$ cat config.mk
export PLATFORM = sky130hd
export DESIGN_NAME = instr_mem_arbiter
export DESIGN_NICKNAME = d
export VERILOG_FILES = /design/src/rtl/instr_mem_arb_pkg.sv /design/src/rtl/instr_mem_arb_id_fifo.sv /design/src/rtl/instr_mem_arbiter.sv
export SDC_FILE = /design/constraint.sdc
export NUM_CORES = 1
export LEC_CHECK = 0
export BUFFER_PORTS_ARGS = -buffer_cell sky130_fd_sc_hd__buf_2
export CORE_AREA = 2 2 81 83
export CTS_CLUSTER_DIAMETER = 200
export DETAILED_ROUTE_END_ITERATION = 10
export DIE_AREA = 0 0 83 85
export PLACE_DENSITY = 0.68
export SYNTH_ARGS = -nofsm -noshare
export SYNTH_HDL_FRONTEND = slang
export SYNTH_SLANG_ARGS = --single-unit
export TNS_END_PERCENT = 10
$ cat constraint.sdc
create_clock -name clk_i -period 2.2 [get_ports clk_i]
set_input_delay 0.44 -clock clk_i [delete_from_list [all_inputs] [get_ports clk_i]]
set_output_delay 0.44 -clock clk_i [all_outputs]
set_load 0.005 [all_outputs]
$ cat src/rtl/instr_mem_arb_pkg.sv
// rtl/instr_mem_arb_pkg.sv - shared types and helpers for the instruction memory arbiter
// Contents: req_id_t requester ID, arb_state_e FSM states, NUM_REQ, other_id().
package instr_mem_arb_pkg;

    localparam int NUM_REQ = 2;

    typedef enum logic {
        CORE0 = 1'b0,
        CORE1 = 1'b1
    } req_id_t;

    typedef enum logic {
        ARB    = 1'b0,
        LOCKED = 1'b1
    } arb_state_e;

    function automatic req_id_t other_id(input req_id_t id);
        return (id == CORE0) ? CORE1 : CORE0;
    endfunction

endpackage

$ cat src/rtl/instr_mem_arb_id_fifo.sv
// rtl/instr_mem_arb_id_fifo.sv - requester-ID FIFO recording grant order for response routing
// Ports: clk, rst_n (async active-low), push/push_id, pop, head_id, full, empty, count.
// DEPTH must be a power of two; pointers wrap by masking with DEPTH-1.
module instr_mem_arb_id_fifo
    import instr_mem_arb_pkg::*;
#(
    parameter int DEPTH = 2,
    localparam int PTR_W = (DEPTH > 1) ? $clog2(DEPTH) : 1,
    localparam int CNT_W = $clog2(DEPTH + 1)
) (
    input  logic             clk,
    input  logic             rst_n,
    input  logic             push,
    input  req_id_t          push_id,
    input  logic             pop,
    output req_id_t          head_id,
    output logic             full,
    output logic             empty,
    output logic [CNT_W-1:0] count
);

    localparam logic [PTR_W-1:0] PTR_MASK = PTR_W'(DEPTH - 1);

    req_id_t          mem [DEPTH];
    logic [PTR_W-1:0] wr_ptr;
    logic [PTR_W-1:0] rd_ptr;
    logic [CNT_W-1:0] cnt;
    logic             do_push;
    logic             do_pop;

    assign full    = (cnt == CNT_W'(DEPTH));
    assign empty   = (cnt == '0);
    assign count   = cnt;
    assign head_id = mem[rd_ptr];

    // Overflow and underflow requests are ignored so the count never wraps.
    assign do_push = push && !full;
    assign do_pop  = pop && !empty;

    always_ff @(posedge clk or negedge rst_n) begin
        if (!rst_n) begin
            wr_ptr <= '0;
            rd_ptr <= '0;
            cnt    <= '0;
        end else begin
            if (do_push) begin
                wr_ptr <= (wr_ptr + 1'b1) & PTR_MASK;
            end
            if (do_pop) begin
                rd_ptr <= (rd_ptr + 1'b1) & PTR_MASK;
            end
            case ({do_push, do_pop})
                2'b10:   cnt <= cnt + 1'b1;
                2'b01:   cnt <= cnt - 1'b1;
                default: cnt <= cnt;
            endcase
        end
    end

    // Entries are only read when the count says they are valid, so no reset.
    always_ff @(posedge clk) begin
        if (do_push) begin
            mem[wr_ptr] <= push_id;
        end
    end

endmodule

$ cat src/rtl/instr_mem_arbiter.sv
// rtl/instr_mem_arbiter.sv - round-robin arbiter sharing one instruction memory port between two cores
// Ports: clk_i, rst_ni (async active-low);
//   core0_instr_* / core1_instr_* : req/addr in, gnt/rvalid/rdata/err out (core fetch side);
//   instr_* : req/addr out, gnt/rvalid/rdata/err in (memory side).
// Optional: define INSTR_ARB_ASSERT_EN to compile in protocol assertions.
module instr_mem_arbiter
    import instr_mem_arb_pkg::*;
#(
    parameter int ADDR_WIDTH      = 32,
    parameter int DATA_WIDTH      = 32,
    parameter int MAX_OUTSTANDING = 2
) (
    input  logic                  clk_i,
    input  logic                  rst_ni,

    input  logic                  core0_instr_req_i,
    output logic                  core0_instr_gnt_o,
    output logic                  core0_instr_rvalid_o,
    input  logic [ADDR_WIDTH-1:0] core0_instr_addr_i,
    output logic [DATA_WIDTH-1:0] core0_instr_rdata_o,
    output logic                  core0_instr_err_o,

    input  logic                  core1_instr_req_i,
    output logic                  core1_instr_gnt_o,
    output logic                  core1_instr_rvalid_o,
    input  logic [ADDR_WIDTH-1:0] core1_instr_addr_i,
    output logic [DATA_WIDTH-1:0] core1_instr_rdata_o,
    output logic                  core1_instr_err_o,

    output logic                  instr_req_o,
    input  logic                  instr_gnt_i,
    input  logic                  instr_rvalid_i,
    output logic [ADDR_WIDTH-1:0] instr_addr_o,
    input  logic [DATA_WIDTH-1:0] instr_rdata_i,
    input  logic                  instr_err_i
);

    localparam int CNT_W = $clog2(MAX_OUTSTANDING + 1);

    logic [NUM_REQ-1:0]    core_req;
    logic [ADDR_WIDTH-1:0] core_addr [NUM_REQ];

    arb_state_e state, state_next;
    req_id_t    rr_ptr;
    req_id_t    lock_id, lock_id_next;
    req_id_t    winner;

    logic       mem_req;
    logic       handshake;
    logic       resp_pop;

    req_id_t    fifo_head;
    logic       fifo_full;
    logic       fifo_empty;
    logic [CNT_W-1:0] fifo_count;

    assign core_req     = {core1_instr_req_i, core0_instr_req_i};
    assign core_addr[0] = core0_instr_addr_i;
    assign core_addr[1] = core1_instr_addr_i;

    // Winner selection and lock FSM. Once the memory has seen a request that
    // it did not grant, that request is held on the bus until granted so the
    // address cannot change under the memory.
    always_comb begin
        state_next   = state;
        lock_id_next = lock_id;
        winner       = rr_ptr;

        if (state == LOCKED) begin
            winner = lock_id;
        end else if (core_req[CORE0] && !core_req[CORE1]) begin
            winner = CORE0;
        end else if (core_req[CORE1] && !core_req[CORE0]) begin
            winner = CORE1;
        end else begin
            winner = rr_ptr;
        end

        // rst_ni gates the request so every output is quiet during reset.
        mem_req   = rst_ni && core_req[winner] && !fifo_full;
        handshake = mem_req && instr_gnt_i;

        case (state)
            ARB: begin
                if (mem_req && !instr_gnt_i) begin
                    state_next   = LOCKED;
                    lock_id_next = winner;
                end
            end
            LOCKED: begin
                if (instr_gnt_i) begin
                    state_next = ARB;
                end
            end
            default: state_next = ARB;
        endcase
    end

    always_ff @(posedge clk_i or negedge rst_ni) begin
        if (!rst_ni) begin
            state   <= ARB;
            lock_id <= CORE0;
            rr_ptr  <= CORE0;
        end else begin
            state   <= state_next;
            lock_id <= lock_id_next;
            if (handshake) begin
                rr_ptr <= other_id(winner);
            end
        end
    end

    assign instr_req_o       = mem_req;
    assign instr_addr_o      = mem_req ? core_addr[winner] : '0;
    assign core0_instr_gnt_o = handshake && (winner == CORE0);
    assign core1_instr_gnt_o = handshake && (winner == CORE1);

    // A response arriving with nothing outstanding is dropped.
    assign resp_pop = instr_rvalid_i && !fifo_empty;

    instr_mem_arb_id_fifo #(
        .DEPTH (MAX_OUTSTANDING)
    ) u_id_fifo (
        .clk     (clk_i),
        .rst_n   (rst_ni),
        .push    (handshake),
        .push_id (winner),
        .pop     (resp_pop),
        .head_id (fifo_head),
        .full    (fifo_full),
        .empty   (fifo_empty),
        .count   (fifo_count)
    );

    assign core0_instr_rvalid_o = resp_pop && (fifo_head == CORE0);
    assign core1_instr_rvalid_o = resp_pop && (fifo_head == CORE1);
    assign core0_instr_rdata_o  = rst_ni ? instr_rdata_i : '0;
    assign core1_instr_rdata_o  = rst_ni ? instr_rdata_i : '0;
    assign core0_instr_err_o    = core0_instr_rvalid_o && instr_err_i;
    assign core1_instr_err_o    = core1_instr_rvalid_o && instr_err_i;

`ifdef INSTR_ARB_ASSERT_EN
    a_no_rvalid_when_empty: assert property (@(posedge clk_i) disable iff (!rst_ni)
        instr_rvalid_i |-> !fifo_empty)
        else $error("instr_mem_arbiter: rvalid with no outstanding request");

    a_core0_addr_stable: assert property (@(posedge clk_i) disable iff (!rst_ni)
        (core0_instr_req_i && !core0_instr_gnt_o) |=> $stable(core0_instr_addr_i))
        else $error("instr_mem_arbiter: core0 address changed before grant");

    a_core1_addr_stable: assert property (@(posedge clk_i) disable iff (!rst_ni)
        (core1_instr_req_i && !core1_instr_gnt_o) |=> $stable(core1_instr_addr_i))
        else $error("instr_mem_arbiter: core1 address changed before grant");

    a_single_grant: assert property (@(posedge clk_i) disable iff (!rst_ni)
        !(core0_instr_gnt_o && core1_instr_gnt_o))
        else $error("instr_mem_arbiter: both cores granted");

    a_no_req_when_full: assert property (@(posedge clk_i) disable iff (!rst_ni)
        !(instr_req_o && (fifo_count == CNT_W'(MAX_OUTSTANDING))))
        else $error("instr_mem_arbiter: request issued with ID FIFO full");
`else
    logic unused_fifo_count;
    assign unused_fifo_count = ^fifo_count;
`endif

endmodule

==> results_dict.tcl, run 1 <==
set metrics [dict create \
    status "finished clean" \
    final_cell_area_um2 2618 \
    p_per_area_nw_per_um2 615.5 \
    yosysTopAreaCell "mux2i_1" \
    ys_types 26 \
    drc 0 \
    htree_levels 1 \
    grt_usage_pct 14.30 \
    postCtsHoldBufs 0 \
    wl_um 5521 \
    drv_cap 0 \
    dp_slack_ns 0.1690 \
    layout_commonest_cell "buf_2" \
    leakage_uw 0.001621 \
    tightest_slew_ns 0.4061 \
    dpl.hpwl_um 4411 \
    required_ns 1.76 \
    n_antenna_cell 0 \
    fin_crit_sh_pct 92.80 \
    slew_headroom_pct 72.64 \
    synthesis.nets 338 \
    cp-startpoint "state" \
    rows 29 \
    syn_to_final_growth_pct 58.48 \
    ioPinCount 206 \
    syn_avg_cell_area_um2 7.058 \
    hold_viol 0 \
    cts_tree "done" \
    end_kind "output port" \
    clock-sinks 9 \
    final_cell_mix "buf_2 (205), nand2_1 (68), and2_1 (33), mux2i_1 (33), dfrtp_1 (7)" \
    grt_pass1_vias 1938 \
    numCtsBuffers 3 \
    grt_pass1_wl_um 8549 \
    vdd_ir_drop_max_mv 0.2063 \
    vias_per_cell 4.392 \
    drv_slew 0 \
    drt_iter0_markers 69 \
    drtPass1Iterations 4 \
    min_path_type "primary input to async pin" \
    gp_congestion 0.7600 \
    rsz0062_at_grt "no" \
    synth_top_area_share_pct 20.00 \
    antenna_found_initial 0 \
    initial_core_util_pct 26.62 \
    setup_tns_ns 0 \
    cts_buffer_depth 2 \
    die_h_um 85 \
    dieArea_um2 7055 \
    cts.clk_slew.worst_paths_ns 0.04 \
    min_period_ns 2.042 \
    timing.rr.start "u_id_fifo.count[0]" \
    yosys-top-cells-area "mux2i_1 (20%), buf_4 (17%), nand2_1 (15%)" \
    root_buffer "clkbuf_8" \
    drtAntennaViolNets 0 \
    final_nets 507 \
    place_area_um2 2487 \
    fin_ws_ns 0.1583 \
    num_vias 2104 \
    yosys_warnings 0 \
    syn_inst 234 \
    setup_viol 0 \
    arrival_ns 1.60 \
    coreArea_um2 6205 \
    fp.dieW_um 83 \
    clock_latency_ns 0.23 \
    yosysSeqAreaShare_pct 14.24 \
    synth_area_um2 1652 \
    gr-total-overflow 0 \
    grt_start_max_net_pins 38 \
    drive_above_1_share_pct 55.47 \
    crit_type "register to output port" \
    wl_per_cell_um 11.53 \
    port_buffers 205 \
    critPathLaunchType "register" \
    synth.ff_latch_count 9 \
    skew_ns 0.002599 \
    critical_path.max_fanout 7 \
    fmax_mhz 489.8 \
]
[timing repair]
action | in CTS | in global routing
resized for setup | 0 | 2
endpoints found under the setup margin | 0 | 25
buffers inserted | 0 | 1
[path summary, 6_finish.rpt]
| check | to | slack [ns] | cells after the start |
|---|---|---|---|
| worst max-delay path | instr_addr_o[31] | 0.16 | 7 |
| worst min register to register | u_id_fifo.rd_ptr | 0.50 | 1 |
| min in group clk_i | state | 0.43 | 2 |
| worst max register to register | u_id_fifo.count[1] | 0.36 | 6 |
| max in group asynchronous | u_id_fifo.rd_ptr | 1.67 | 2 |
| worst min-delay path | lock_id | 0.04 | 1 |
[cells in the mapped netlist]
master     n
nor2_1     6
o21ai_1    3
clkbuf_1   3
nor3_1     3
or3_1      1
and2_1    33
dfrtp_1    7
o21ai_0    2
inv_1      4
xnor2_2    1
inv_2      1
nand3_2    1
xnor2_1    3
buf_2      4
mux2i_1   33
nand2_1   68
a31oi_1    1
edfxtp_1   2
buf_6      5
nand2b_4   1
a21oi_1    5
and3_1     6
ha_1       1
xor2_1     1
o211ai_1   1
buf_4     38
[worst max-delay path, stage by stage (launching register included)]
cell       delay [ns]
dfrtp_1          0.40
inv_2            0.07
o21ai_1          0.09
o21ai_4          0.19
buf_12           0.16
clkbuf_16        0.16
mux2i_1          0.17
buf_2            0.14
[sequential cells by signal, summed over array words and instances, names as in the netlist]
name / cells
u_id_fifo.wr_ptr: 1
state: 1
u_id_fifo.count: 2
lock_id: 1
u_id_fifo.rd_ptr: 1
rr_ptr: 1
u_id_fifo.mem: 2
[stage by stage]
stage          utilization (%)  std cells  hold slack [ns]  power (uW)
2_1_floorplan                -        234           0.1444       993.4
3_3_place_gp             40.09        471           0.2801        1265
3_5_place_dp             40.09        471           0.2783        1298
4_1_cts                  40.81        475          0.03171        1495
5_1_grt                  42.19        479          0.03383        1752
6_report                 42.19        479          0.03521        1611
[final cells by class]
class,count,area (um2)
flip-flops and latches,9,235.2
repair buffers,214,1186
clock buffers,4,45.04
well taps,77,96.34
inverters,5,18.77
multi-input cells,170,1036
fillers,639,3587
[where the power goes]
group,internal (uW),switching [uW]
Clock,126,66.1
Combinational,604,509
Sequential,240,65.9
Total,970,641
[layer usage]
metal,part of all wire [%],vias up,GRT usage [%]
li1,-,1054,-
met5,0,-,0
met4,0.80,0,3.428
met2,52,132,27.27
met3,9.0,5,3.113
met1,38,913,16.17
[cells by family (layout without fill, tap and decap cells)]
logic type,after synthesis,count (layout),share of synthesized area [%]
simple gates,119,119,34.32
fa+ha+maj,1,1,0.7575
xor+xnor,5,5,3.107
compound gates,12,12,3.864
mux,33,33,20.00
flops,9,9,14.24
buf+inv,55,223,23.71
Note: power is estimated with default switching activity, not from simulation.
==> run 2: changes to the inputs <==
PLACE_DENSITY = 0.69   (was 0.68)
==> run 2 against run 1 <==
Die area stayed put. Setup slack lost 0.024 ns. Highest routed layer is now met5. Largest power group unchanged. Via count down 0.81%. Critical path type unchanged.
==> results_dict.tcl, run 2 (synthesized netlist as in run 1, its figures left out) <==
set metrics [dict create \
    cts.clk_slew.worst_paths_ns 0.04 \
    drc 0 \
    cts_buffer_depth 2 \
    hold_viol 0 \
    grt_pass1_wl_um 8887 \
    htree_levels 1 \
    syn_to_final_growth_pct 54.70 \
    fin_ws_ns 0.1342 \
    final_cell_mix "buf_2 (205), nand2_1 (68), and2_1 (33), mux2i_1 (33), dfrtp_1 (7)" \
    wl_per_cell_um 11.87 \
    grt_start_max_net_pins 39 \
    gr-total-overflow 0 \
    rows 29 \
    antenna_found_initial 3 \
    tightest_slew_ns 0.4026 \
    dieArea_um2 7055 \
    slew_headroom_pct 72.87 \
    power_uw 1506 \
    drv_cap 0 \
    path_cells "inv_1 -> o21ai_1 -> o21ai_4 -> buf_12 -> mux2i_1 -> buf_2" \
    worst_path_max_delay_cell "dfrtp_1" \
    vias_per_cell 4.375 \
    required_ns 1.76 \
    fp.dieW_um 83 \
    skew_ns 0.004043 \
    crit_type "register to output port" \
    critPathBufInv 3 \
    clock_latency_ns 0.23 \
    p_per_area_nw_per_um2 589.5 \
    fin_crit_sh_pct 93.90 \
    postCtsHoldBufs 0 \
    cts_tree "done" \
    min_period_ns 2.066 \
    gp_congestion 0.7742 \
    initial_core_util_pct 26.62 \
    drive_above_1_share_pct 54.77 \
    grt_pass1_vias 2006 \
    numCtsBuffers 3 \
    critPathLaunchType "register" \
    crit_family "buffers and inverters" \
    drt_iter0_markers 42 \
    drv_slew 0 \
    fmax_mhz 484.1 \
    leakage_uw 0.001587 \
    min_path_type "primary input to async pin" \
    slowest_delay_ns 0.39 \
    critical_path.max_fanout 18 \
    arrival_ns 1.63 \
    final_nets 503 \
    dp_slack_ns 0.1646 \
    end_kind "output port" \
    vdd_ir_drop_max_mv 0.3041 \
    clock-sinks 9 \
    coreArea_um2 6205 \
    rsz0062_at_grt "no" \
    root_buffer "clkbuf_8" \
    grt_usage_pct 14.89 \
    wl_um 5662 \
    setup_viol 0 \
    port_buffers 205 \
    drtPass1Iterations 4 \
    status "finished clean" \
    layout_commonest_cell "buf_2" \
    ioPinCount 206 \
    die_h_um 85 \
    setup_tns_ns 0 \
    drtAntennaViolNets 0 \
    dpl.hpwl_um 4661 \
    num_vias 2087 \
]
==> run 2: path summary, 6_finish.rpt <==
check	slack, ns	to	cells after the start	startpoint
worst max-delay path	0.13	instr_addr_o[6]	6	state
worst min-delay path	0.04	rr_ptr	1	rst_ni
worst max register to register	0.36	u_id_fifo.count[1]	6	u_id_fifo.count[0]
worst min register to register	0.51	u_id_fifo.rd_ptr	1	u_id_fifo.rd_ptr
max in group asynchronous	1.66	u_id_fifo.rd_ptr	2	rst_ni
min in group clk_i	0.44	state	2	instr_gnt_i
==> run 2: layout make-up <==
| class | instances | area [um2] |
|---|---|---|
| fillers | 634 | 3650 |
| repair buffers | 210 | 1119 |
| multi-input cells | 170 | 1036 |
| flip-flops and latches | 9 | 235.2 |
| well taps | 77 | 96.34 |
| clock buffers | 4 | 45.04 |
| inverters | 5 | 18.77 |
| diodes | 2 | 5.005 |
==> run 2: report_power, final <==
part	internal [uW]	switching, uW
combinational	526	488
sequential	240	64.6
clock	126	61.7
total	891	615
==> run 2: layer usage <==
| metal | wire [um] | vias to the layer above | GRT usage (%) |
|---|---|---|---|
| met2 | 2915 | 138 | 29.91 |
| li1 | - | 1047 | - |
| met5 | 11 | - | 0 |
| met1 | 2028 | 894 | 14.97 |
| met3 | 670 | 6 | 5.058 |
| met4 | 36 | 2 | 2.385 |
==> run 2: metrics by stage <==
stage               instances  util [%]  instance area, um2  hold slack [ns]
detailed placement        470     39.97                2480           0.2807
global route              475     41.10                2550          0.04126
global placement          470     39.97                2480           0.2784
floorplan                 234         -                1652           0.1444
finish                    477     41.18                2555          0.04255
CTS                       474     40.69                2525          0.03849
==> run 2: what timing repair did <==
action | CTS | global route
setup endpoints to repair | 0 | 3
resized for setup | 0 | 0
buffers inserted | 0 | 0
==> run 3: changes to the inputs <==
clock period = 2.25 ns   (was 2.2 ns; I/O delays follow)
==> run 3 against run 2 <==
Routed wire length down 4.0%. Count of clock-buffer cells in the layout unchanged. Die area is the same. Largest cell class unchanged.
==> results_dict.tcl, run 3 (synthesized netlist as in run 1, its figures left out) <==
set metrics [dict create \
    dp_slack_ns 0.1946 \
    drv_cap 0 \
    p_sw_uw 581.6 \
    die_h_um 85 \
    rsz0062_at_grt "no" \
    path_cells "inv_1 -> o21ai_1 -> o21ai_4 -> buf_12 -> mux2i_1 -> buf_2" \
    cts_setup_buffers 0 \
    crit_type "register to output port" \
    dpl.hpwl_um 4661 \
    leakage_uw 0.001575 \
    dieArea_um2 7055 \
    slowest_delay_ns 0.39 \
    wl_per_cell_um 11.42 \
    clock_latency_ns 0.23 \
    wl_um 5434 \
    final_cell_area_um2 2530 \
    postCtsHoldBufs 0 \
    min_path_type "primary input to async pin" \
    nFillCells 636 \
    setup_viol 0 \
    hold_viol 0 \
    antenna_found_initial 3 \
    reg2reg_slack_ns 0.41 \
    drive_above_1_share_pct 54.66 \
    skew_ns 0.004458 \
    r2r_end "u_id_fifo.count[1]" \
    critPathLaunchType "register" \
    vias_per_cell 4.334 \
    ioPinCount 206 \
    fp.dieW_um 83 \
    drv_slew 0 \
    arrival_ns 1.67 \
    min_period_ns 2.124 \
    gr-total-overflow 0 \
    critical_path_cell_count 6 \
    root_buffer "clkbuf_8" \
    place_area_um2 2480 \
    worst_path_max_delay_cell "dfrtp_1" \
    fin_crit_sh_pct 94.42 \
    swShare_pct 40.78 \
    layout_commonest_cell "buf_2" \
    num_vias 2063 \
    gp_congestion 0.7742 \
    vdd_ir_drop_max_mv 0.3604 \
    coreArea_um2 6205 \
    cts_buffer_depth 2 \
    critical_path.max_fanout 35 \
    required_ns 1.80 \
    seq_power_share_pct 20.9 \
    status "finished clean" \
    end_kind "output port" \
    final_nets 502 \
    setup_tns_ns 0 \
    cts_tree "done" \
    p_per_area_nw_per_um2 563.8 \
    drtAntennaViolNets 0 \
    clock-sinks 9 \
    fin_ws_ns 0.1256 \
    reg2reg_depth 6 \
    p_int_uw 844.6 \
    cts_resized 0 \
    final_cell_mix "buf_2 (205), nand2_1 (68), and2_1 (33), mux2i_1 (33), dfrtp_1 (7)" \
    critPathBufInv 3 \
    fmax_mhz 470.7 \
    grt_pass1_vias 2006 \
    grt_usage_pct 14.89 \
    rows 29 \
    pwr-share-comb_pct 66.3 \
    grt_start_max_net_pins 39 \
    numCtsBuffers 3 \
    slew_headroom_pct 72.87 \
    crit_family "buffers and inverters" \
    initial_core_util_pct 26.62 \
    tightest_slew_ns 0.4026 \
    syn_to_final_growth_pct 53.18 \
    drt_iter0_markers 36 \
    final_core_util_pct 40.77 \
    port_buffers 205 \
    drc 0 \
    htree_levels 1 \
    drtPass1Iterations 4 \
    clockPowerShare_pct 12.8 \
    cts.clk_slew.worst_paths_ns 0.04 \
    timing.rr.start "u_id_fifo.count[0]" \
    grt_pass1_wl_um 8887 \
]
run 3: cell types whose count changed in the layout (fill, tap and decap cells not counted):
| cell | delta |
|---|---|
| clkbuf_16 | -1 |
run 3: metrics by stage:
stage,hold slack (ns),total power [uW],cells
after floorplan,0.1544,971.4,234
after global placement,0.2884,1230,470
after detailed placement,0.2907,1257,470
after CTS,0.04849,1447,474
after global routing,0.05126,1559,474
final,0.05405,1426,476
run 3: cell type report:
type	instances	area [um2]	area share (%)
well taps	77	96.34	3.808
inverters	5	18.77	0.7418
clock buffers	4	45.04	1.780
repair buffers	209	1094	43.22
multi-input cells	170	1036	40.95
diodes	2	5.005	0.1978
flip-flops and latches	9	235.2	9.298
run 3: worst register-to-register path, delay by kind of cell, from the launching register on:
| kind | cells | cell delay (ns) |
|---|---|---|
| and+or+nand+nor | 4 | 0.86 |
| DFF | 1 | 0.41 |
| adders and majority gates | 1 | 0.35 |
| xor gates and xnor gates | 1 | 0.15 |
run 3: how the worst max path moves through the flow:
| stage | startpoint | end | slack (ns) |
|---|---|---|---|
| 2_1_floorplan | core1_instr_req_i | instr_addr_o[10] | 0.45 |
| 3_3_place_gp | core1_instr_req_i | instr_addr_o[1] | 0.24 |
| 3_5_place_dp | core1_instr_req_i | instr_addr_o[6] | 0.19 |
| 4_1_cts | state | instr_addr_o[6] | 0.13 |
| 5_1_grt | state | instr_addr_o[1] | 0.01 |
| 6_report | state | instr_addr_o[6] | 0.13 |
run 3: power groups by stage:
stage / clock [uW] / combinational [uW] / sequential, uW
floorplan: 0 / 684 / 287
global placement: 0 / 934 / 296
detailed placement: 0 / 957 / 300
CTS: 187 / 961 / 299
global route: 197 / 1050 / 309
finish: 183 / 945 / 298
run 3: metal layers:
| metal | routed length (um) | share of wire, % | track usage [%] | up-vias |
|---|---|---|---|---|
| met1 | 1932 | 36 | 14.97 | 883 |
| li1 | - | - | - | 1043 |
| met5 | 11 | 0.20 | 0 | - |
| met2 | 2817 | 52 | 29.91 | 131 |
| met4 | 28 | 0.52 | 2.385 | 2 |
| met3 | 645 | 12 | 5.058 | 4 |
